==> config.mk <==
export PLATFORM = sky130hd
export DESIGN_NAME = fifo_wptr_wfull
export DESIGN_NICKNAME = d
export VERILOG_FILES = /design/src/rtl/fifo_pkg.sv /design/src/rtl/fifo_gray2bin.sv /design/src/rtl/fifo_wptr_wfull.sv
export SDC_FILE = /design/constraint.sdc
export NUM_CORES = 1
export LEC_CHECK = 0
export CAP_MARGIN = 20
export CORE_MARGIN = 8
export CORE_UTILIZATION = 46
export DETAILED_ROUTE_END_ITERATION = 12
export PLACE_DENSITY = 0.77
export SYNTH_ARGS = -nofsm -noshare
export SYNTH_HDL_FRONTEND = slang
export SYNTH_HIERARCHICAL = 1
export SYNTH_SLANG_ARGS = --single-unit
==> constraint.sdc <==
create_clock -name Wclk -period 2.4 [get_ports Wclk]
set_input_delay 0.48 -clock Wclk [delete_from_list [all_inputs] [get_ports Wclk]]
set_output_delay 0.48 -clock Wclk [all_outputs]
set_load 0.03 [all_outputs]
==> src/rtl/fifo_pkg.sv <==
// Shared constants and Gray-code helpers for both pointer blocks of the dual-clock FIFO.
package fifo_pkg;

   localparam int ADDRESS_WIDTH = 3;
   localparam int DEPTH         = 1 << ADDRESS_WIDTH;

   function automatic logic [31:0] bin2gray(input logic [31:0] i_bin);
      return i_bin ^ (i_bin >> 1);
   endfunction

   function automatic logic [31:0] gray2bin(input logic [31:0] i_gray);
      logic [31:0] r_bin;
      r_bin     = 32'd0;
      r_bin[31] = i_gray[31];
      for (int i = 30; i >= 0; i--) begin
         r_bin[i] = r_bin[i + 1] ^ i_gray[i];
      end
      return r_bin;
   endfunction

endpackage

==> src/rtl/fifo_gray2bin.sv <==
// Combinational Gray-to-binary converter; each binary bit is the XOR of all Gray bits at or above it.
module fifo_gray2bin #(
   parameter int Width = 4
) (
   input  logic [Width-1:0] i_gray,
   output logic [Width-1:0] o_bin
);

   for (genvar g = 0; g < Width; g++) begin : g_bit
      assign o_bin[g] = ^i_gray[Width-1:g];
   end

endmodule

==> src/rtl/fifo_wptr_wfull.sv <==
// Write-side pointer, full/almost-full flags and fill level of the dual-clock FIFO.
// Optional FIFO_WOVERFLOW_EN adds a sticky overflow flag with a clear input.
module fifo_wptr_wfull
   import fifo_pkg::*;
#(
   parameter int Address_width      = ADDRESS_WIDTH,
   parameter int Almost_full_margin = 2
) (
   input  logic                     Wclk,
   input  logic                     Wrst,
   input  logic                     Winc,
   input  logic [Address_width:0]   W2q_rptr,
`ifdef FIFO_WOVERFLOW_EN
   input  logic                     Wovf_clr,
   output logic                     Woverflow,
`endif
   output logic [Address_width-1:0] Wadder,
   output logic [Address_width:0]   Wptr,
   output logic                     Wfull,
   output logic                     Walmost_full,
   output logic [Address_width:0]   Wfill,
   output logic                     Wwrite_en
);

   localparam int AW         = Address_width;
   localparam int PW         = Address_width + 1;
   localparam int FIFO_DEPTH = 1 << Address_width;
   localparam logic [AW:0] AF_LEVEL = PW'(FIFO_DEPTH - Almost_full_margin);

   logic [AW:0] r_wbin;
   logic [AW:0] r_wptr;
   logic        r_wfull;
   logic        r_walmost_full;
   logic [AW:0] r_wfill;

   logic        w_write_en;
   logic [AW:0] w_wbin_next;
   logic [AW:0] w_wgray_next;
   logic [AW:0] w_rbin;
   logic [AW:0] w_fill_next;
   logic        w_full_next;

   fifo_gray2bin #(.Width(PW)) u_rptr_g2b (
      .i_gray (W2q_rptr),
      .o_bin  (w_rbin)
   );

   // Gating with the reset keeps the memory strobe low while the pointer is held at zero.
   assign w_write_en   = Winc & ~r_wfull & Wrst;
   assign w_wbin_next  = r_wbin + {{AW{1'b0}}, w_write_en};
   assign w_wgray_next = PW'(bin2gray(32'(w_wbin_next)));
   assign w_fill_next  = w_wbin_next - w_rbin;
   assign w_full_next  = (w_wgray_next == {~W2q_rptr[AW:AW-1], W2q_rptr[AW-2:0]});

   // Pointer, flags and fill all update from the next-state values so full sets with no extra latency.
   always_ff @(posedge Wclk or negedge Wrst) begin
      if (!Wrst) begin
         r_wbin         <= '0;
         r_wptr         <= '0;
         r_wfull        <= 1'b0;
         r_walmost_full <= 1'b0;
         r_wfill        <= '0;
      end else begin
         r_wbin         <= w_wbin_next;
         r_wptr         <= w_wgray_next;
         r_wfull        <= w_full_next;
         r_walmost_full <= (w_fill_next >= AF_LEVEL);
         r_wfill        <= w_fill_next;
      end
   end

`ifdef FIFO_WOVERFLOW_EN
   logic r_woverflow;

   // Sticky overflow: a dropped write wins over a clear in the same cycle.
   always_ff @(posedge Wclk or negedge Wrst) begin
      if (!Wrst) begin
         r_woverflow <= 1'b0;
      end else if (Winc & r_wfull) begin
         r_woverflow <= 1'b1;
      end else if (Wovf_clr) begin
         r_woverflow <= 1'b0;
      end else begin
         r_woverflow <= r_woverflow;
      end
   end

   assign Woverflow = r_woverflow;
`endif

   assign Wadder       = r_wbin[AW-1:0];
   assign Wptr         = r_wptr;
   assign Wfull        = r_wfull;
   assign Walmost_full = r_walmost_full;
   assign Wfill        = r_wfill;
   assign Wwrite_en    = w_write_en;

endmodule

==> summary.txt <==
Yosys
  – Primary FF master, synth: dfrtp_1
  – Library cells used by synthesis: 23
  – Post-Syn Nets: between 70 and 80
  – Largest area contributor in the netlist: dfrtp_1
  – YS warnings: 6
  – Ys async rst share: between 90% and 100%
  – FF+latch count, synth: 13
  – Top area cells in the synthesized netlist: dfrtp_1, ha_1, xor2_1
  – Synth Instances: 60
  – Syn avg cell area: between 10 and 15 sq um
  – Sequential element share of the synthesized area: a little over two fifths
  – EDFF count, synth: 0
  – Top-area cell type share of the netlist area: 43.1%
  – Mapped Area: 754 sq um

Critical path
  – Crit end category: flip-flop
  – Worst path slowest cell: clkdlybuf4s50_1
  – Crit path top cell by count: ha_1
  – CP max stage delay: between 400 and 500 ps
  – CP Max Fanout: 3
  – Nature of the critical path startpoint: input pin
  – Worst EP required: 2570 ps
  – Worst Path Arrival: ~2500 ps
  – CP cell instances: clkdlybuf4s50_1, nand2_1, nor2_4, ha_4, ha_1, ha_1, nor2b_1, o21ai_2, buf_4, a21boi_4, o22ai_1
  – Critical path type: input pin to flip-flop

Power
  – Max VDD drop: ~0.9 mV
  – Power per Cell Area: about 1500 nW/um^2
  – Final Power: 0.00171 W
  – Leak: around 0.53 nW

Clock tree
  – Setup Buffers After CTS: 0
  – Num Clock Sinks: 13
  – Worst-Skew Late Latency: 280 ps
  – Clk slew on worst S/H paths: 80 ps
  – CTS Buf Count: 3
  – H-tree levels: 1
  – Clock Path Buffers: 2
  – CTS tree: done
  – Root Buffer: clkbuf_4

Cells and area
  – Most frequent cells in the layout: clkdlybuf4s50_1, buf_4, dfrtp_1
  – Fillers: 109
  – Layout cells sized above 1: between 20% and 30%
  – Footprint of the multi-input gates: ~420 sq um
  – FF+latch area: between 300 and 400 sq um
  – Commonest non-fill, non-tap cell in the layout: clkdlybuf4s50_1
  – Area grow syn2layout: 47.4%
  – Layout Nets: 110
  – ANT cells: 0

Die
  – Site row count: 14
  – I/O pins: 21
  – Die Width: between 50 and 60 microns
  – Core box area: roughly 1500 sq um
  – Die Ht: around 57 microns
  – Initial Utilization: approximately half
  – Total die area: between 3000 and 4000 sq um

Job
  – Max-Cap Viols: 0

Timing
  – Skew final: between 2 and 3 ps
  – Crit path time final: 2280 ps
  – Final hold vios: 0
  – Setup Viol. Count Final: 0
  – Slew Limit Fails: 0
  – Crit share post-route: 95.1%
  – Relative slew slack: 78.5%
  – Post-Route Setup TNS: 0 ps
  – F_max: around 440 MHz
  – Measured slew at the worst slew-check pin: approximately 320 ps

Routing
  – Via count: between 500 and 600
  – DR iter-0 viols: 1
  – Vias per cell: 4.76
  – DRT Wirelength: 1610 microns
  – Post-route ant nets: 0
  – DRC: 0
  – Post-DR wirelength/cell: roughly 14 microns
  – Drt first pass iters: 4

Global route
  – Grt ovf: 0
  – Gr usage total: ~11%
  – Largest net degree at the start of global routing: 14
  – Vias in the first global route: slightly below 600
  – Initial antenna violation count: 0
  – First-pass GRT wire length: about 2800 microns

Worst hold path
  – HP Class: input pin to asynchronous set/reset pin

Placement
  – Post-DP HPWL: around 1300 microns
  – Number of port buffers: 20
  – Gpl congestion: ~0.74

Outcome
  – Outcome: completed
[per-stage QoR]
step	worst slack (ps)	hold slack [ps]	instances	util [%]	instance area [sq um]
after global placement	-179	565	108	70.2	1070
after floorplan	57.1	184	60	-	762
after global routing	-10.1	546	112	73.0	1110
after detailed placement	-233	576	108	70.2	1070
final	118	530	112	73.0	1110
after CTS	59.1	531	112	71.9	1100
[cells in the mapped netlist, types with 2 or more instances]
cell type	instances
nor2_1	3
dfrtp_1	13
xnor2_1	6
xor2_2	2
xor2_1	7
ha_1	5
inv_1	8
[worst max-delay path, delay by kind of cell]
kind	cells	cell delay, ps
fa+ha+maj	3	690
buf+inv	2	620
simple gates	3	350
compound gates	3	310
[sequential cells by signal (all words and copies together), names as in the netlist]
signal,cells
Wfill,4
Wfull,1
Wptr,3
Walmost_full,1
r_wbin,4
[what timing repair did]
item                                    CTS  global route
resized for setup                         0             3
endpoints found under the setup margin    0             2
hold endpoints to repair                  0             0
hold buffers                              0             0
[power by group]
group / internal (W) / switching (W)
clock: 0.0000646 / 0.0000760
sequential: 0.000335 / 0.0000762
combinational: 0.000576 / 0.000577
total: 0.000976 / 0.000729
[cell type report]
type / instances / area share, %
flip-flops and latches: 13 / 29.2
well taps: 16 / 1.80
clock buffers: 4 / 2.36
multi-input cells: 38 / 37.3
repair buffers: 33 / 26.5
inverters: 8 / 2.70
[final timing paths]
kind	startpoint	end	slack, ps	cells past startpoint
setup / recovery	Wrst	Walmost_full	120	11
hold / removal	Wrst	r_wbin[0]	530	2
setup reg to reg	Wfull	Walmost_full	450	9
hold reg to reg	r_wbin[3]	r_wbin[3]	580	1
max in group asynchronous	Wrst	Walmost_full	1710	2
min in group Wclk	r_wbin[3]	r_wbin[3]	580	1
[logic make-up after synthesis]
group | share of synthesized area, %
xor+xnor | 25.5
flops | 43.1
buf+inv | 4.98
simple gates | 6.97
compound gates | 7.13
fa+ha+maj | 10.9
mux | 1.33
[layer usage]
metal,global-route usage (%),part of all wire (%),up-vias
li1,-,-,265
met1,10.5,38,249
met2,19.6,52,15
met3,7.19,8.5,4
met4,3.09,1.1,0
met5,0,0,-
No activity file was read; power rests on OpenSTA's default activity.
